### config.mk
export PLATFORM = sky130hd
export DESIGN_NAME = seg7_scan_mux
export DESIGN_NICKNAME = d
export VERILOG_FILES = /design/src/rtl/seg7_pkg.sv /design/src/rtl/seg7_glyph_dec.sv /design/src/rtl/seg7_scan_mux.sv
export SDC_FILE = /design/constraint.sdc
export NUM_CORES = 1
export LEC_CHECK = 0
export ABC_AREA = 1
export CORE_AREA = 2 2 87 89
export DETAILED_ROUTE_END_ITERATION = 8
export DIE_AREA = 0 0 89 91
export GPL_TIMING_DRIVEN = 0
export PLACE_DENSITY = 0.65
export SYNTH_ARGS = -nofsm -noshare
export SYNTH_HDL_FRONTEND = slang
export SYNTH_HIERARCHICAL = 1
export SYNTH_SLANG_ARGS = --single-unit
### constraint.sdc
create_clock -name clk -period 5.12 [get_ports clk]
set_clock_uncertainty 0.15 [all_clocks]
set_input_delay 0.512 -clock clk [delete_from_list [all_inputs] [get_ports clk]]
set_output_delay 0.512 -clock clk [all_outputs]
set_load 0.005 [all_outputs]
### src/rtl/seg7_pkg.sv
// Shared glyph codes and active-low segment patterns for the 7-segment scan multiplexer.
package seg7_pkg;

    localparam logic [3:0] GLYPH_P     = 4'd0;
    localparam logic [3:0] GLYPH_L     = 4'd1;
    localparam logic [3:0] GLYPH_A     = 4'd2;
    localparam logic [3:0] GLYPH_Y     = 4'd3;
    localparam logic [3:0] GLYPH_U     = 4'd4;
    localparam logic [3:0] GLYPH_S     = 4'd5;
    localparam logic [3:0] GLYPH_E     = 4'd6;
    localparam logic [3:0] GLYPH_H     = 4'd7;
    localparam logic [3:0] GLYPH_O     = 4'd8;
    localparam logic [3:0] GLYPH_BLANK = 4'hF;

    // Segment order {a,b,c,d,e,f,g}, a in bit 6, 0 = lit.
    localparam logic [6:0] SEG_P     = 7'b0011000;
    localparam logic [6:0] SEG_L     = 7'b1110001;
    localparam logic [6:0] SEG_A     = 7'b0001000;
    localparam logic [6:0] SEG_Y     = 7'b1000100;
    localparam logic [6:0] SEG_U     = 7'b1000001;
    localparam logic [6:0] SEG_S     = 7'b0100100;
    localparam logic [6:0] SEG_E     = 7'b0110000;
    localparam logic [6:0] SEG_H     = 7'b1001000;
    localparam logic [6:0] SEG_O     = 7'b0000001;
    localparam logic [6:0] SEG_BLANK = 7'b1111111;

endpackage

### src/rtl/seg7_glyph_dec.sv
// Combinational 4-bit glyph code to active-low 7-segment pattern decoder.
module seg7_glyph_dec
    import seg7_pkg::*;
(
    input  logic [3:0] code,
    output logic [6:0] seg
);

    always_comb begin
        seg = SEG_BLANK;
        case (code)
            GLYPH_P:     seg = SEG_P;
            GLYPH_L:     seg = SEG_L;
            GLYPH_A:     seg = SEG_A;
            GLYPH_Y:     seg = SEG_Y;
            GLYPH_U:     seg = SEG_U;
            GLYPH_S:     seg = SEG_S;
            GLYPH_E:     seg = SEG_E;
            GLYPH_H:     seg = SEG_H;
            GLYPH_O:     seg = SEG_O;
            GLYPH_BLANK: seg = SEG_BLANK;
            default:     seg = SEG_BLANK;
        endcase
    end

endmodule

### src/rtl/seg7_scan_mux.sv
// Time-multiplexed 7-segment driver with frame-synchronous code update.
// Optional blink support is built when SEG7_BLINK_EN is defined.
module seg7_scan_mux
    import seg7_pkg::*;
#(
    parameter int NUM_DIGITS   = 4,
    parameter int SCAN_DIV     = 50000,
    parameter int BLINK_FRAMES = 64
) (
    input  logic                    clk,
    input  logic                    rst,
    input  logic [4*NUM_DIGITS-1:0] codes_i,
    input  logic                    update_i,
    input  logic [NUM_DIGITS-1:0]   blank_i,
    input  logic [NUM_DIGITS-1:0]   blink_i,
    output logic [NUM_DIGITS-1:0]   DIGIT,
    output logic [6:0]              DISPLAY,
    output logic                    frame_o
);

    localparam int PW = (SCAN_DIV > 1) ? $clog2(SCAN_DIV) : 1;
    localparam int IW = (NUM_DIGITS > 1) ? $clog2(NUM_DIGITS) : 1;
    localparam logic [PW-1:0] PRE_LAST = PW'(SCAN_DIV - 1);
    localparam logic [IW-1:0] IDX_LAST = IW'(NUM_DIGITS - 1);

    logic [PW-1:0]                presc;
    logic [IW-1:0]                idx, idx_n;
    logic [NUM_DIGITS-1:0][3:0]   shadow, active, active_n;
    logic                         pending, tick, boundary;
    logic                         blink_hit, blanked;
    logic [3:0]                   sel_code;
    logic [6:0]                   sel_seg;

    assign tick     = (presc == PRE_LAST);
    assign boundary = tick && (idx == IDX_LAST);
    assign idx_n    = (idx == IDX_LAST) ? '0 : idx + IW'(1);

    // Codes only swap at the frame boundary; a strobe on that same edge bypasses the shadow.
    always_comb begin
        active_n = active;
        if (boundary && update_i)
            active_n = codes_i;
        else if (boundary && pending)
            active_n = shadow;
    end

    // Outputs are registered from the next index so anode and segments move together.
    assign sel_code = active_n[idx_n];

    seg7_glyph_dec u_dec (
        .code (sel_code),
        .seg  (sel_seg)
    );

`ifdef SEG7_BLINK_EN
    localparam int BW = (BLINK_FRAMES > 1) ? $clog2(BLINK_FRAMES) : 1;
    localparam logic [BW-1:0] BLINK_LAST = BW'(BLINK_FRAMES - 1);

    logic [BW-1:0] bcnt;
    logic          phase, phase_n;

    assign phase_n = (boundary && bcnt == BLINK_LAST) ? ~phase : phase;

    always_ff @(posedge clk) begin
        if (rst) begin
            bcnt  <= '0;
            phase <= 1'b0;
        end else if (boundary) begin
            bcnt  <= (bcnt == BLINK_LAST) ? '0 : bcnt + BW'(1);
            phase <= phase_n;
        end
    end

    assign blink_hit = phase_n & blink_i[idx_n];
`else
    // Blink disabled: the mask is read but always gated off (BLINK_FRAMES >= 1).
    assign blink_hit = blink_i[idx_n] & (BLINK_FRAMES < 1);
`endif

    assign blanked = blank_i[idx_n] | blink_hit;

    always_ff @(posedge clk) begin
        if (rst) begin
            presc   <= '0;
            idx     <= '0;
            pending <= 1'b0;
            shadow  <= {NUM_DIGITS{GLYPH_BLANK}};
            active  <= {NUM_DIGITS{GLYPH_BLANK}};
            DIGIT   <= '1;
            DISPLAY <= SEG_BLANK;
            frame_o <= 1'b0;
        end else begin
            presc   <= tick ? '0 : presc + PW'(1);
            frame_o <= boundary;
            active  <= active_n;
            if (update_i)
                shadow <= codes_i;
            if (boundary)
                pending <= 1'b0;
            else if (update_i)
                pending <= 1'b1;
            if (tick) begin
                idx     <= idx_n;
                DIGIT   <= ~(NUM_DIGITS'(1) << idx_n);
                DISPLAY <= blanked ? SEG_BLANK : sel_seg;
            end
        end
    end

endmodule

---- Word level (Yosys, flattened, before mapping) ----
Memories as Yosys holds them, arrays and structs flattened.
Cells that the tools add are included.
word-level totals
  memories ................................ 1
  memory bits (read-only) ................. 112
  word-level logic and storage cells ...... 35
  bits of input ports ..................... 27
  output and inout port bits .............. 12
  register bits ........................... 63
cells by class
  multiplexer cells ....................... 8
  shift operators ......................... 1
  order comparisons ....................... 1
  bitwise operators ....................... 1
  eq/ne operators ......................... 2
  $add $sub $neg .......................... 2
  reductions and logical operators ........ 5
memory list
  name              words  width  rd ports  clocked after memory_dff  wr ports  line                  RTL
  (name not given)  16     7      1         0                         0         seg7_glyph_dec.sv:11  case (code)
operators with widths
  kind                     count
  $mux W16                 2
  $add A16 B1 Y16 const B  1
  $eq A16 B16 Y1 const B   1
  $bmux W4 S2              1
  $mux W7                  1
  $mux W4                  1
  $not A4 Y4               1
  $reduce_or A2 Y1         2
  $shl A1 B2 Y4 const A    1
  $logic_and A1 B1 Y1      3
  $lt A2 B3 Y1 const B     1
  $add A2 B1 Y2 const B    1
  $bmux W1 S2              1
  $eq A2 B2 Y1 const B     1
  $mux W2                  1
  $mux W1                  1

---- Logic depth before layout (Yosys ltp) ----
Gate-level depths: netlist (run 1).
An unclocked memory read counts as a cell.
  depth in word-level cells ............... 9
  depth in mapped cells ................... 21
  gate-level depth less buffers ........... 20

---- Cells and area by module ----
The synthesis (run 1) kept the hierarchy.
modules (own cells, without submodules)
  module          instances  area each (sq um)  cells an instance  sequential area each (sq um)
  seg7_scan_mux   1          2921.6             412                1261.2
  seg7_glyph_dec  1          202.7              36                 0.0

---- Worst setup path after synthesis (run 1) ----
OpenSTA, ideal clock, no wires.
  path kind ............................... input port to flip-flop
  start ................................... input update_i
  end ..................................... register DISPLAY[5]
  stages .................................. 17
  buffers on the path ..................... 3
  setup time .............................. 0.123 ns
  arrival ................................. 2.388 ns
  slack ................................... 2.459 ns
  required time ........................... 4.847 ns
  cell sequence ........................... buf_2 or2_2 clkbuf_1 buf_2 nand4_1 nand2_1 nand3_1 nand3_1 nand2_1 inv_1 ha_1 inv_1 nand2_1 nand3_1 nand2_1 nor2_1 a21oi_1
on the way
  longest elaborated chain between the ends .. 6
ends and longest elaborated chain
  what                           line                  RTL
  start: declaration             seg7_scan_mux.sv:13   input logic update_i,
  $logic_and A1 B1 Y1            seg7_scan_mux.sv:41   if (boundary && update_i)
  $mux W16                       seg7_scan_mux.sv:41
  $bmux W4 S2                    seg7_scan_mux.sv:48   assign sel_code = active_n[idx_n];
  $mux W4 (not written as such)  seg7_scan_mux.sv:48
  via sel_code[0]                seg7_scan_mux.sv:31   logic [3:0] sel_code;
  $mem_v2 Z16 W7                 -
  via sel_seg[5]                 seg7_scan_mux.sv:32   logic [6:0] sel_seg;
  $mux W7                        seg7_scan_mux.sv:105  DISPLAY <= blanked ? SEG_BLANK : sel_seg;
  end signal: assignment         seg7_scan_mux.sv:105
  end: declaration               seg7_scan_mux.sv:17   output logic [6:0] DISPLAY,
The timed path passes the listed nets, and every way through them passes these cells. The select of a mux whose other input is x is not followed.
A chain may end at the register's enable or synchronous reset.

---- Final worst setup path (run 1) ----
  start ................................... register presc[0]
  end ..................................... register DISPLAY[6]
on the way
  longest elaborated chain between the ends .. 9
  elaborated cells on any way between the ends .. 10
  those cells by class .................... eq/ne (1); mux (5); reduce/logical (3); memory (1)
ends and longest elaborated chain
  what                               line                  RTL
  start: declaration                 seg7_scan_mux.sv:26   logic [PW-1:0] presc;
  start signal: assignment           seg7_scan_mux.sv:93   presc <= tick ? '0 : presc + PW'(1);
  $eq A16 B16 Y1 (*)                 seg7_scan_mux.sv:34   assign tick = (presc == PRE_LAST);
  $logic_and A1 B1 Y1 (*)            seg7_scan_mux.sv:35   assign boundary = tick && (idx == IDX_LAST);
  $logic_and A1 B1 Y1                seg7_scan_mux.sv:43   else if (boundary && pending)
  $mux W16                           seg7_scan_mux.sv:43
  $mux W16 (*)                       seg7_scan_mux.sv:41
  $bmux W4 S2 (*)                    seg7_scan_mux.sv:48
  $mux W4 (not written as such) (*)  seg7_scan_mux.sv:48
  via sel_code[0]                    seg7_scan_mux.sv:31
  $mem_v2 Z16 W7 (*)                 -
  via sel_seg[6]                     seg7_scan_mux.sv:32
  $mux W7 (*)                        seg7_scan_mux.sv:105
Mark *: on every way through the listed nets, which the timed path passes. The rest lies on a longest branch. The select of a mux whose other input is x is not followed.

==> summary.txt, run 1 <==
Run status
  – Status: completed

Finish
  – Nets: between 500 and 600
  – Inserted Diodes: 0
  – Most frequent cells in the layout: nand2_1, nand3_1, dfxtp_1
  – Core Util, Final: 0.524
  – Area Growth Syn to Fin: 19.8%
  – Layout cell share with drive strength beyond 1: 0.109
  – Most common cell after layout, fill and taps aside: nand2_1

Clock network
  – Clk_lat worst skew: ~0.34 ns
  – CTS resizes: 0
  – Setup bufs post-CTS: 0
  – CTS clk-pin slew, worst paths: approximately 0.07 ns
  – CTS tree: built
  – Root Buffer: clkbuf_8
  – H-tree levels: 3
  – CTS Buf Count: 9
  – Clock Path Buffers: 2
  – CTS sink count: 63
  – CTS hold repair buffers: 0

STA
  – Post-route minimum period: just over 3 ns
  – Worst Tran Pin Value: 0.533 ns
  – Setup TNS Final: 0 ns
  – Hold Slack: between 0.3 and 0.4 ns
  – Rel. slew slack: 0.644
  – Final period utilization: 0.590
  – Worst setup margin: ~2.1 ns
  – Final hold vios: 0
  – Highest Clock Rate: 331 MHz
  – Final Max Tran Viols: 0
  – Final setup violation count: 0
  – RSZ-0062 raised after global routing: false

Power
  – Cell Int Power: between 0.0006 and 0.0007 W
  – Cell Pwr Density: about 250 mW/mm²
  – Combinational cell fraction of total power: 0.063
  – LEAKAGE: 1.69 nW
  – Sw Share: 0.248
  – Clock power frac: 0.392
  – Max VDD drop: 0.000144 V
  – Sequential Power Share: 0.544
  – Psw: approximately 0.00023 W

Setup path
  – Worst setup startpoint: presc[0]
  – Critical path arrival: ~3.1 ns
  – Max stage delay on crit path: roughly 0.35 ns
  – Slowest CP cell: dfxtp_1
  – CP required: ~5.2 ns
  – Crit-path max FO: 10
  – Worst path cell trace: ha_1, nand3_2, inv_1, nand2_1, nor2_4, nand2_4, nor2_8, buf_8, nand2_1, nand3_1, nand3_1, nand2_1, inv_1, ha_1, inv_1, nand2_1, nand2_1, nand2_1, nand2_1, nor2_1, a21oi_1
  – Crit end category: register
  – Crit path kind: reg2reg
  – Crit-path most repeated cell: nand2_1
  – R2R Path Start: presc[0]
  – CP startpoint kind: register

Yosys
  – Post-synthesis register bit count: between 60 and 70
  – Area share of the largest cell type after synthesis: 0.404
  – Syn nets: a little under 500
  – Syn Area/Cell: approximately 7.0 µm²
  – Yosys cell types: 35
  – Number of synthesized flops with an enable pin: 0
  – Register area share after synthesis: 0.404
  – Top_reg_cell synth: dfxtp_1
  – Async SR Flop Fraction: 0
  – Post-synthesis cell area: 0.00312 mm²
  – Dominant cells by area after synthesis: dfxtp_1, nand2_1, nand3_1
  – Cell taking the most area after synthesis: dfxtp_1
  – Syn Inst Count: between 400 and 500
  – Yosys warnings: 6

Run
  – Max_cap viols: 0

GRT
  – Total congestion overflow: 0
  – GR Util met2: 0.318
  – Number of global-route vias before repair: around 2700
  – Initial antenna violation count: 0
  – GRT Total Usage: 0.196
  – Largest net degree at the start of global routing: 12
  – Met1 usage: 0.244
  – First-pass GRT wire length: between 10000 and 15000 µm
  – Met3 Use GR: 0.0591
  – Top Usage Layer GRT: met2

Detailed routing
  – Routed len/inst: between 10 and 15 µm
  – Via count: 2876
  – Number of remaining DRC errors: 0
  – Initial DRC Count: 78
  – Vias per std cell: 4.83
  – Final ANT Viol Nets: 0
  – Drt pass-1 iters: 4
  – Wire length after detailed routing: 7400 µm

Worst hold path
  – Hold path startpoint: presc[0]
  – Hold/Removal Path Class: reg2reg

Placement
  – Post-Place Worst Slack: ~2.0 ns
  – Placer Congestion: ~0.87
  – I/O Buffers: 33
  – Detail Placement HPWL: 5420 µm

Die
  – Chip width: 89 µm
  – Die height: 91 µm
  – Die area: just over 0.008 mm²
  – Ports: 39
  – Core Region: 0.00714 mm²
  – Placement Rows: 31
  – Initial core utilization: 0.438
-- area by class of cell --
cell class	instances	area, µm²
fillers	735	3390
multi-input cells	318	1570
flip-flops and latches	63	1260
repair buffers	33	330
inverters	50	201
clock buffers	9	124
well taps	99	124
plain buffers	17	87.6
clock inverters	7	40.0
-- per-layer routing --
layer / routed length [µm] / vias to the layer above
met5: 0 / -
met4: 162 / 0
met3: 311 / 13
met2: 3620 / 62
met1: 3310 / 1274
li1: - / 1527
-- final timing paths --
path,to,slack [ns],cells after the start
hold / removal,presc[0],0.30,1
setup reg to reg,DISPLAY[6],2.10,21
hold reg to reg,presc[0],0.30,1
setup / recovery,DISPLAY[6],2.10,21
-- worst max-delay path: cells and delay by family, from the launching register on --
kind,cells,cell delay [ns]
flops,1,0.35
compound gates,1,0.08
fa+ha+maj,2,0.48
buf+inv,4,0.36
simple gates,14,1.50
-- through the flow --
stage               power, W  instances  instance area (µm²)
floorplan           0.000546        448                 3120
global placement    0.000575        580                 3580
detailed placement  0.000576        580                 3580
CTS                 0.000940        596                 3740
global route        0.000965        596                 3740
finish              0.000928        596                 3740
-- power by group through the flow --
| stage | Sequential [W] | Combinational, W | Clock (W) |
|---|---|---|---|
| 6_report | 0.000505 | 0.0000589 | 0.000364 |
| 5_1_grt | 0.000506 | 0.0000650 | 0.000394 |
| 4_1_cts | 0.000505 | 0.0000595 | 0.000376 |
| 3_5_place_dp | 0.000516 | 0.0000594 | 0 |
| 3_3_place_gp | 0.000516 | 0.0000586 | 0 |
| 2_1_floorplan | 0.000515 | 0.0000307 | 0 |
-- sequential cells by signal, summed over array words and instances (netlist names) --
name	count
idx	2
active	16
frame_o	1
DISPLAY	7
shadow	16
DIGIT	4
pending	1
presc	16
-- synthesized netlist by cell type, types with 3 or more instances --
library cell,instances
nand2_1,117
nand3_1,74
dfxtp_1,63
nor2_1,44
inv_1,42
a21oi_1,21
nand4_1,12
ha_1,10
buf_2,9
nand2_2,9
clkbuf_1,6
o21ai_0,6
inv_2,5
nor3_1,3
or2_2,3
-- logic make-up (layout without fill, tap and decap cells) --
kind of cell,Yosys count,in the layout,synth area share
AND/OR/NAND/NOR,274,274,0.403
adder cells (fa/ha/maj),10,10,0.0400
XOR/XNOR,2,2,0.00561
flip-flops,63,63,0.404
buffers and inverters,67,116,0.0925
AO/OA/AOI/OAI,32,32,0.0553
Power figures use the tool's default switching activity.
==> run 2: changes to the inputs <==
- PLACE_DENSITY: 0.65 -> 0.68
- clock period: 5.12 -> 2.5 ns (I/O delays scaled with it)
==> run 2 against run 1 <==
Net effect:
- sequential cell count unchanged
- clock-buffer cell count up 1
- first-iteration DRC count up 110%
- largest power group unchanged
- register-to-register slack worse by 2.2 ns
- power up 120%
- critical path type unchanged
- fmax up 15%
- largest cell class unchanged
- combinational power up 120%
- sequential power up 110%
- the run now ends with setup timing left
- setup slack worse by 2.2 ns
==> summary.txt, run 2 (synthesized netlist as in run 1, its figures left out) <==
Run status
  – Status: complete, but fails checks
  – Failing checks: setup timing

Worst hold path
  – Hold/Removal Path Class: in2reg

Detailed routing
  – Initial DRC Count: about 160
  – Vias per std cell: roughly 5.1
  – Wire length after detailed routing: ~8400 µm
  – Met1 Wirelength: between 3000 and 4000 µm
  – Met3 routed WL: 484 µm
  – Met2 wire length: 4190 µm
  – Routed len/inst: between 10 and 15 µm
  – Drt pass-1 iters: 4
  – Via count: 3161
  – Final ANT Viol Nets: 0
  – Top routing layer in use: met4
  – Number of remaining DRC errors: 0

STA
  – Final Max Tran Viols: 0
  – Post-route minimum period: 2.62 ns
  – RSZ-0062 raised after global routing: true
  – Final setup violation count: 7
  – Final period utilization: 1.05
  – Worst Tran Pin Value: 0.554 ns
  – Rel. slew slack: 0.631
  – Worst setup margin: -0.125 ns
  – Final hold vios: 0
  – Highest Clock Rate: approximately 380 MHz
  – Setup TNS Final: -0.623 ns

Setup path
  – Crit-path most repeated cell: nand2_1
  – Worst path cell trace: inv_2, nand2_1, nor2_1, nand2_1, nor2_4, nand2_4, nor2_8, buf_8, nand2_4, nand3_4, nand3_4, nand2_4, inv_4, ha_4, inv_2, nand2_2, nand2_1, nand2_1, nand2_1, nor2_2, a21oi_2
  – Critical path arrival: ~2.7 ns
  – Slowest CP cell: dfxtp_1
  – CP required: between 2 and 3 ns
  – WP buf/inv: 4
  – Crit path kind: reg2reg
  – Crit end category: register
  – Max stage delay on crit path: approximately 0.35 ns
  – CP delay by family, top: simple AND/OR/NAND/NOR gates
  – Crit-path max FO: 8
  – CP startpoint kind: register

Finish
  – Core Util, Final: 0.602
  – Layout Cells excl Fill: roughly 620
  – Top flop regs: active x16, presc x16, shadow x16
  – Inserted Diodes: 0
  – Nets: 557
  – Area Growth Syn to Fin: 37.6%
  – Final non-filler cell area: between 0.004 and 0.005 mm²
  – Most common cell after layout, fill and taps aside: nand2_1
  – Most frequent cells in the layout: nand2_1, nand3_1, dfxtp_1
  – Layout cell share with drive strength beyond 1: 0.257
  – Layout fillers: approximately 670

Clock network
  – Clock Path Buffers: 2
  – CTS sink count: 63
  – Clk_lat worst skew: 0.34 ns
  – H-tree levels: 3
  – CTS clk-pin slew, worst paths: 0.07 ns
  – CTS Buf Count: 9
  – Root Buffer: clkbuf_8
  – CTS tree: built

Power
  – Max VDD drop: roughly 0.00035 V
  – LEAKAGE: 1.92 nW
  – Cell Pwr Density: 476 mW/mm²
  – Power, Total: between 0.002 and 0.0025 W

Placement
  – Placed insts: 580
  – Placer Congestion: a little over 0.8
  – Detail Placement HPWL: 5480 µm
  – I/O Buffers: 33
  – DP Area: 0.00359 mm²

GRT
  – GRT Total Usage: 0.218
  – Largest net degree at the start of global routing: 12
  – Initial antenna violation count: 0
  – Number of global-route vias before repair: ~3000
  – First-pass GRT wire length: about 14000 µm
  – Total congestion overflow: 0

Die
  – Ports: 39
  – Core Region: ~0.0071 mm²
  – Chip width: 89 µm
  – Initial core utilization: 0.438
  – Placement Rows: 31
  – Die height: between 90 and 100 µm
  – Die area: between 0.008 and 0.009 mm²

Run
  – Max_cap viols: 0
[run 2: changes by cell type in the layout (fill, tap and decap cells not counted), moves of 4 or more]
cell,change
buf_4,+21
buf_6,+6
dfxtp_1,-7
dfxtp_2,+6
ha_1,-4
inv_1,-9
inv_2,+8
nand2_1,-15
nand2_2,+11
nand2_4,+4
nand3_1,-12
nand3_2,+9
[run 2: stage by stage]
step / worst slack (ns) / hold WS [ns]
6_report: -0.125 / 0.109
5_1_grt: -0.339 / 0.114
4_1_cts: -0.0700 / 0.106
3_5_place_dp: -0.463 / 0.270
3_3_place_gp: -0.403 / 0.251
2_1_floorplan: 0.000441 / 0.222
[run 2: layer usage]
layer  track usage  vias to the layer above
met2         0.352                       97
li1              -                     1594
met5             0                        -
met3        0.0609                       16
met4        0.0846                        0
met1         0.272                     1454
[run 2: worst paths after layout]
kind,endpoint,slack (ns),from,cells after the start
worst max register to register,DISPLAY[6],-0.12,presc[10],21
worst max-delay path,DISPLAY[6],-0.12,presc[10],21
worst min register to register,shadow[7],0.30,shadow[7],2
worst min-delay path,shadow[2],0.11,update_i,3
[run 2: final cells by class]
class,instances,area (µm²),area share
buffer,16,104,0.0242
clock buffer,10,138,0.0320
clock inverter,6,60.1,0.0140
inverter,50,204,0.0475
multi-input combinational,318,1780,0.415
sequential,63,1270,0.296
tap,99,124,0.0288
timing repair buffer,62,612,0.142
[run 2: report_power, final]
| group | switching, W | total, W | internal, W |
|---|---|---|---|
| combinational | 0.0000725 | 0.000130 | 0.0000574 |
| sequential | 0.0000103 | 0.00104 | 0.00103 |
| clock | 0.000398 | 0.000879 | 0.000482 |
| total | 0.000480 | 0.00205 | 0.00157 |
[run 2: worst reg2reg max path, stage by stage, from the launching register on]
cell and delay (ns):
dfxtp_1 0.35, inv_2 0.10, nand2_1 0.07, nor2_1 0.09, nand2_1 0.09, nor2_4 0.17
nand2_4 0.09, nor2_8 0.15, buf_8 0.17, nand2_4 0.07, nand3_4 0.09, nand3_4 0.08
nand2_4 0.12, inv_4 0.05, ha_4 0.25, inv_2 0.03, nand2_2 0.05, nand2_1 0.05
nand2_1 0.06, nand2_1 0.06, nor2_2 0.14, a21oi_2 0.06
[run 2: what timing repair did]
| action | in CTS | in global routing |
|---|---|---|
| setup endpoints to repair | 7 | 7 |
| pin swaps | 27 | 21 |
| hold buffers | 0 | 0 |
| setup buffers | 20 | 8 |
| resized for setup | 47 | 25 |
| cloned | 1 | 0 |
